[src/rtl/countdown_timer_if.sv]
// Control/status bundle between the button/tick logic and the MM:SS countdown timer.
interface countdown_timer_if;
    logic       tick;
    logic       load;
    logic [5:0] load_min;
    logic [5:0] load_sec;
    logic       start_stop;
    logic       clear;
    logic [5:0] minute;
    logic [5:0] second;
    logic       running;
    logic       expired;
    logic       done;

    modport master (
        output tick, load, load_min, load_sec, start_stop, clear,
        input  minute, second, running, expired, done
    );

    modport slave (
        input  tick, load, load_min, load_sec, start_stop, clear,
        output minute, second, running, expired, done
    );
endinterface

[src/rtl/countdown_timer.sv]
// MM:SS down-counter: loads a clamped preset, decrements on each 1 Hz tick while
// running, flags expiry, and supports pause/resume/clear.
module countdown_timer #(
    parameter int MAX_VAL = 59
) (
    input  logic              clk,
    input  logic              rst_n,
    countdown_timer_if.slave  bus
);
    typedef enum logic [1:0] {IDLE, RUN, PAUSE, DONE} state_t;

    localparam logic [5:0] MAX = 6'(MAX_VAL);

    state_t     r_state, w_nstate;
    logic [5:0] r_pre_min, r_pre_sec;
    logic [5:0] r_min, r_sec;
    logic       r_done;
    logic [5:0] w_ld_min, w_ld_sec;
    logic       w_nonzero, w_last, w_load_ok, w_dec;

    always_comb begin
        w_ld_min  = (bus.load_min > MAX) ? MAX : bus.load_min;
        w_ld_sec  = (bus.load_sec > MAX) ? MAX : bus.load_sec;
        w_nonzero = (r_min != 6'd0) || (r_sec != 6'd0);
        w_last    = (r_min == 6'd0) && (r_sec == 6'd1);
        w_load_ok = bus.load && (r_state != RUN);
        // A start_stop in the same RUN cycle pauses and swallows the tick.
        w_dec     = bus.tick && (r_state == RUN) && !bus.start_stop;
    end

    always_ff @(posedge clk or negedge rst_n) begin
        if (!rst_n) r_state <= IDLE;
        else        r_state <= w_nstate;
    end

    always_comb begin
        w_nstate = r_state;
        if (bus.clear)
            w_nstate = IDLE;
        else if (w_load_ok)
            w_nstate = IDLE;
        else if (bus.start_stop) begin
            case (r_state)
                IDLE:    if (w_nonzero) w_nstate = RUN;
                RUN:     w_nstate = PAUSE;
                PAUSE:   w_nstate = RUN;
                default: w_nstate = r_state;
            endcase
        end
        else if (w_dec && w_last)
            w_nstate = DONE;
    end

    always_comb begin
        bus.running = (r_state == RUN);
        bus.expired = (r_state == DONE);
        bus.done    = r_done;
        bus.minute  = r_min;
        bus.second  = r_sec;
    end

    always_ff @(posedge clk or negedge rst_n) begin
        if (!rst_n) begin
            r_pre_min <= 6'd0;
            r_pre_sec <= 6'd0;
            r_min     <= 6'd0;
            r_sec     <= 6'd0;
            r_done    <= 1'b0;
        end else begin
            r_done <= (w_nstate == DONE) && (r_state != DONE);
            if (bus.clear) begin
                r_min <= r_pre_min;
                r_sec <= r_pre_sec;
            end else if (w_load_ok) begin
                r_pre_min <= w_ld_min;
                r_pre_sec <= w_ld_sec;
                r_min     <= w_ld_min;
                r_sec     <= w_ld_sec;
            end else if (w_dec) begin
                if (r_sec != 6'd0)
                    r_sec <= r_sec - 6'd1;
                else if (r_min != 6'd0) begin
                    r_min <= r_min - 6'd1;
                    r_sec <= MAX;
                end
            end
        end
    end
endmodule

[src/flat_wrapper.sv]
// flat-port wrapper written by rule: the top's interface ports become plain ports
module countdown_timer_flat 
#(
    parameter int MAX_VAL = 59
)
  (clk, rst_n, bus_tick, bus_load, bus_load_min, bus_load_sec, bus_start_stop, bus_clear, bus_minute, bus_second, bus_running, bus_expired, bus_done);
  countdown_timer_if bus_i ();
  input  logic clk;
  input  logic rst_n;
  input wire logic [$bits(bus_i.tick)-1:0] bus_tick;
  input wire logic [$bits(bus_i.load)-1:0] bus_load;
  input wire logic [$bits(bus_i.load_min)-1:0] bus_load_min;
  input wire logic [$bits(bus_i.load_sec)-1:0] bus_load_sec;
  input wire logic [$bits(bus_i.start_stop)-1:0] bus_start_stop;
  input wire logic [$bits(bus_i.clear)-1:0] bus_clear;
  output wire logic [$bits(bus_i.minute)-1:0] bus_minute;
  output wire logic [$bits(bus_i.second)-1:0] bus_second;
  output wire logic [$bits(bus_i.running)-1:0] bus_running;
  output wire logic [$bits(bus_i.expired)-1:0] bus_expired;
  output wire logic [$bits(bus_i.done)-1:0] bus_done;
  assign bus_i.tick = bus_tick;
  assign bus_i.load = bus_load;
  assign bus_i.load_min = bus_load_min;
  assign bus_i.load_sec = bus_load_sec;
  assign bus_i.start_stop = bus_start_stop;
  assign bus_i.clear = bus_clear;
  assign bus_minute = bus_i.minute;
  assign bus_second = bus_i.second;
  assign bus_running = bus_i.running;
  assign bus_expired = bus_i.expired;
  assign bus_done = bus_i.done;
  countdown_timer #(.MAX_VAL(MAX_VAL)) u_core (.clk(clk), .rst_n(rst_n), .bus(bus_i));
endmodule
[config.mk]
export PLATFORM = sky130hd
export DESIGN_NAME = countdown_timer_flat
export DESIGN_NICKNAME = d
export VERILOG_FILES = /design/src/rtl/countdown_timer_if.sv /design/src/rtl/countdown_timer.sv /design/src/flat_wrapper.sv
export SDC_FILE = /design/constraint.sdc
export NUM_CORES = 1
export LEC_CHECK = 0
export ABC_AREA = 1
export BUFFER_PORTS_ARGS = -buffer_cell sky130_fd_sc_hd__buf_2
export CAP_MARGIN = 20
export CORE_MARGIN = 3
export CORE_UTILIZATION = 51
export CTS_BUF_LIST = sky130_fd_sc_hd__clkbuf_8
export DETAILED_ROUTE_END_ITERATION = 16
export GPL_TIMING_DRIVEN = 0
export PLACE_DENSITY = 0.78
export SKIP_CTS_REPAIR_TIMING = 1
export SLEW_MARGIN = 15
export SYNTH_ARGS = -nofsm -noshare
export SYNTH_HDL_FRONTEND = slang
export SYNTH_SLANG_ARGS = --single-unit
[constraint.sdc]
create_clock -name clk -period 1.3 [get_ports clk]
set_input_delay 0.065 -clock clk [delete_from_list [all_inputs] [get_ports clk]]
set_output_delay 0.065 -clock clk [all_outputs]
set_load 0.005 [all_outputs]
# After elaboration in Yosys (flattened, before gate mapping)
# Cells that the tools add are included.
# W data, S select, Z words.
word_totals:
  output_inout_bits: 15
  ff_bits: 27
  inputBits: 18
  ram_bits: 0
  romBits: 0
  latchBits: 0
  memories: 0
classes:
  mux: 18
  shifts: 0
  n_div: 0
  n_reduce_logical: 18
  bitwise: 1
  n_eq_ne: 8
  n_addsub: 2
  order_cmp: 2
  multipliers: 0
ops:
  columns: ["op", "n"]
  rows:
  - ["$mux W6", 12]
  - ["$gt A6 B6 Y1 const B", 2]
  - ["$reduce_bool A6 Y1", 2]
  - ["$sub A6 B1 Y6 const B", 2]
  - ["$mux W2", 5]
  - ["$eq A2 B2 Y1 const B", 3]
  - ["$eq A6 B1 Y1 const B", 1]
  - ["$logic_and A1 B1 Y1", 6]
  - ["$logic_not A6 Y1", 1]
  - ["$pmux W2 S3", 1]
  - ["$reduce_bool A3 Y1", 2]
  - ["$reduce_and A2 Y1", 2]
  - ["$reduce_bool A4 Y1", 1]
  - ["$ne A3 B2 Y1 const B", 1]
  - ["$reduce_and A3 Y1", 1]
  - ["$eq A2 B1 Y1 const B", 1]
  - ["$logic_not A2 Y1", 1]
  - ["$ne A2 B1 Y1 const B", 1]
  - ["$ne A2 B2 Y1 const B", 1]
  - ["$logic_not A1 Y1", 1]
  - ["$logic_or A1 B1 Y1", 1]
  - ["$not A1 Y1", 1]

# Logic depth before layout (Yosys ltp)
logic_depth:
  word_depth: 10
  mapped_depth: 10

# Worst setup path after synthesis
# OpenSTA, ideal clock, no wires.
synth_timing:
  path_kind: "reg-to-reg"
  start: "register u_core.r_sec[0], in the netlist u_core.bus.second[0]"
  end: "register u_core.r_sec[5], in the netlist u_core.bus.second[5]"
  stages_incl_launch_ff: 10
  setup_ns: 0.117
  n_path_buf: 0
  arrival_time_ns: 1.263
  setup_slack_ns: -0.080
  synth_period_minus_slack_ns: 1.380
  t_required_ns: 1.183
  cell_sequence: "dfrtp_1 inv_1 ha_1 nand3_4 nor2_2 nand2_2 nand2_4 inv_4 nor2_1 nor2_1"
synth_via:
  elab_chain_cells: 5
synth_lines:
  columns: ["item", "line", "rtl"]
  rows:
  - ["from (decl)", "countdown_timer.sv:16", "logic [5:0] r_min, r_sec;"]
  - ["from (signal assigned)", "countdown_timer.sv:73", "r_sec <= r_pre_sec;"]
  - ["from (signal assigned)", "countdown_timer.sv:78", "r_sec <= w_ld_sec;"]
  - ["from (signal assigned)", "countdown_timer.sv:81", "r_sec <= r_sec - 6'd1;"]
  - ["$sub A6 B1 Y6 or $reduce_bool A6 Y1 (tied branches)", "countdown_timer.sv:81, countdown_timer.sv:80", null]
  - ["$mux W6", "countdown_timer.sv:80", "if (r_sec != 6'd0)"]
  - ["$mux W6", "countdown_timer.sv:79", "end else if (w_dec) begin"]
  - ["$mux W6", "countdown_timer.sv:74", "end else if (w_load_ok) begin"]
  - ["$mux W6", "countdown_timer.sv:71", "if (bus.clear) begin"]
# Parallel ways exist; a longest one is shown, timed or not. The select of a mux whose other input is x is not followed.
# A chain may end at the register's enable or synchronous reset.

# Worst setup path after layout
layout_timing:
  start: "register u_core.r_sec[0], in the netlist u_core.bus.second[0]"
  end: "register u_core.r_min[5], in the netlist u_core.bus.minute[5]"
layout_via:
  elab_chain_cells: 3
layout_lines:
  columns: ["item", "line", "rtl"]
  rows:
  - ["$reduce_bool A6 Y1", "countdown_timer.sv:80", null]
  - ["$ne A3 B2 Y1 (no source line)", null, null]
  - ["$reduce_and A3 Y1 (no source line)", null, null]
  - ["to (signal assigned)", "countdown_timer.sv:72", "r_min <= r_pre_min;"]
  - ["to (signal assigned)", "countdown_timer.sv:77", "r_min <= w_ld_min;"]
  - ["to (signal assigned)", "countdown_timer.sv:83", "r_min <= r_min - 6'd1;"]
  - ["to (decl)", "countdown_timer.sv:16", null]
# Every way passes these cells.

==> results.md <==
- Post-route antenna net violation count: 0
- Core Rows: 20
- Tightest Pin Transition: 624 ps
- Clock tree from TritonCTS: built
- Share of async-settable or async-resettable flops after synthesis: 100%
- Leakage dissipation: 1.17 nW
- Number of fill cells: 255
- Count of different cell masters after synthesis: 26
- Sequential fraction of the synthesis area: 40.5%
- Peak per-stage delay on the critical path: 410 ps
- Final weighted congestion in routability-driven placement: 0.871
- Total Routing Usage GR: 20.6%
- Yosys synthesis warning count: 0
- Worst-case vdd ir drop: 0.000814 V
- Estimated wirelength of the detail-placed design: 2.80 mm
- Filler-free cell count of the finished design: 324
- Die outline area: 3990 um2
- GR Layer Usage met2: 36.6%
- Ordered cell list for the critical path: inv_2 -> ha_4 -> nand3_4 -> inv_4 -> nand3_4 -> nand2_4 -> nand3b_1 -> nand2_1 -> inv_1
- Largest net degree at the start of global routing: 28
- Busiest layer in global routing: met2
- Number of search-and-repair iterations in the first detailed-routing pass: 4
- Count of final max-slew check failures: 0
- Multi-input combinational cell area: slightly above 1000 um2
- Worst max-slew margin expressed relative to the limit: 58.4%
- Total CTS buffers: 3
- Post-layout total power: 0.00273 W
- Post-synthesis area per instance: 7.29 um2
- GRT met1 Usage: between 20% and 30%
- Total of buffers placed on input and output ports: 32
- Period utilization: 105%
- Endpoint kind of the worst setup timing path: flip-flop
- RSZ-0062 raised after global routing: yes
- Post-Synthesis Cells: 229
- Worst-Skew Late Latency: approximately 270 ps
- Violation count after the first detailed-routing iteration: 100
- Max Clock Freq: 0.733 GHz
- Summed instance area of the synthesized netlist: 1670 um2
- Worst setup slack after placement: -128 ps
- Clock buffer depth: 2
- Critical path startpoint category: flip-flop
- Number of hold violations in the final report: 0
- # clock sinks: 27
- Core Area: 3080 um2
- Area added between synthesis and finish: 32.2%
- CTS root buffer: clkbuf_8
- Antenna Diode Count: 0
- Number of buffer and inverter instances along the worst setup path: 3
- Type of the worst min-delay path: input pin to flip-flop
- Average routed wire per standard cell: between 10 and 15 um
- Proportion of layout cells with a drive suffix above 1: approximately 36%
- Antenna violations before repair: 0
- Y dimension of the die: 63.2 um
- Ports: 33
- Initial core utilization: 54.2%
- GR met3 Demand/Resource: under 10%
- Final hold slack: 33.1 ps
- Net count after synthesis: around 250
- Primary FF master, synth: dfrtp_1
- Required time of the critical path: 1480 ps
- Worst Slack Setup Final: -63.9 ps
- Number of vias after detailed routing: 1647
- Residual DRC count: 0
- Final setup skew: 3.04 ps
- Sequential standard cell area: 681 um2
- Count of max-cap constraint violations: 0
- Max FO, Critical Path: 6
- Most used cells in the layout excluding fill and tap cells: nand2_1, buf_2, dfrtp_1, inv_1, nand3_1
- Final count of negative-setup-slack endpoints: 10
- Run status: finished with violations
- Flops & latches, synth: 27
- Worst Path Arrival: 1540 ps
- Drt via density: 5.08
- Final #Nets: 304
- Cell area after placement: 1920 um2
- Final critical-path required period: 1360 ps
- Die extent in x: 63.2 um
- Violated checks: negative setup slack
- Most frequent standard cell in the layout excluding fill and tap cells: nand2_1
- Clk slew on worst S/H paths: roughly 90 ps
- Number of global-route vias before repair: between 1500 and 2000
- Wire length of the first global-routing pass: 6.62 mm
- Final instance area: 2210 um2
- Total Routed Length: between 4 and 5 mm
- Power Dens Cells: 1240 nW/um2
- Start-to-end type of the worst setup path: flip-flop to flip-flop
- Congestion Overflow GR: 0
- H-tree depth: 1
- Family with the most delay on the worst path: simple AND/OR/NAND/NOR gates
- Slowest cell on the critical path: dfrtp_1
- Count of flip-flops with a built-in enable after synthesis: 0
- Instance count after placement with tap cells included: 305
- Cell repeated most along the worst path: nand3_4
cell type report:
class / count / share of cell area [%]
clock buffers: 3 / 1.87
repair buffers: 45 / 11.8
flip-flops and latches: 27 / 30.9
inverters: 28 / 5.90
clock inverters: 1 / 0.170
multi-input cells: 174 / 46.2
plain buffers: 2 / 0.681
well taps: 44 / 2.50
routing by layer:
layer | part of all wire (%) | vias to the layer above
li1 | - | 829
met1 | 42 | 756
met2 | 51 | 53
met3 | 5.1 | 9
met4 | 1.8 | 0
met5 | 0 | -
stage by stage:
| step | setup TNS (ps) | utilization (%) |
|---|---|---|
| floorplan | 0 | - |
| global placement | -1030 | 62.3 |
| detailed placement | -1200 | 62.3 |
| CTS | -1400 | 63.7 |
| global route | -1470 | 71.7 |
| finish | -476 | 71.7 |
worst reg2reg max path, delay by kind of cell (launching register included):
family	cells	cell delay [ps]
adders and majority gates	1	150
buffers and inverters	3	240
DFF	1	410
and+or+nand+nor	5	460
cells by family (layout without fill, tap and decap cells):
family	Yosys count	count (layout)	share of synthesized area [%]
buffers and inverters	30	79	7.27
AND/OR/NAND/NOR	146	148	40.2
XOR/XNOR	4	4	2.10
AO/OA/AOI/OAI	17	17	6.22
flip-flops	27	27	40.5
adder cells (fa/ha/maj)	5	5	3.75
synth_stat cells (2+ instances only):
library cell / instances / area share, %
nand2_1: 91 / 20
dfrtp_1: 27 / 40
inv_1: 20 / 4.5
nand3_1: 18 / 5.4
nor2_1: 16 / 3.6
nand4_1: 6 / 2.2
o21ai_0: 6 / 1.8
ha_1: 5 / 3.7
inv_2: 4 / 0.90
nand2_4: 4 / 2.7
inv_4: 3 / 1.1
nand2_2: 3 / 1.1
o211ai_1: 3 / 1.3
o21ai_1: 3 / 0.90
o21ai_2: 3 / 1.6
xnor2_1: 3 / 1.6
a21oi_1: 2 / 0.60
nand3b_1: 2 / 0.90
nor2_2: 2 / 0.75
nor2_4: 2 / 1.3
registers in the layout, summed over array words and instances (netlist names):
signal / count
u_core.bus.done: 1
u_core.bus.minute: 6
u_core.bus.second: 6
u_core.r_pre_min: 6
u_core.r_pre_sec: 6
u_core.r_state: 2
report_power, final:
| group | internal (W) | total, W | leakage [nW] | switching, W |
|---|---|---|---|---|
| registers | 0.000992 | 0.00116 | 0.333 | 0.000165 |
| logic | 0.000491 | 0.00110 | 0.814 | 0.000614 |
| clock network | 0.000212 | 0.000473 | 0.0269 | 0.000261 |
worst paths after layout:
path	start	to	slack (ps)	cells past startpoint
setup / recovery	u_core.bus.second[0]	u_core.bus.minute[5]	-60	9
hold / removal	bus_load_sec[3]	u_core.r_pre_sec[3]	30	3
setup reg to reg	u_core.bus.second[0]	u_core.bus.minute[5]	-60	9
hold reg to reg	u_core.r_pre_min[0]	u_core.r_pre_min[0]	480	2
max in group asynchronous	rst_n	u_core.bus.minute[3]	510	2
min in group asynchronous	rst_n	u_core.bus.second[3]	350	2
Note: power is estimated with default switching activity, not from simulation.
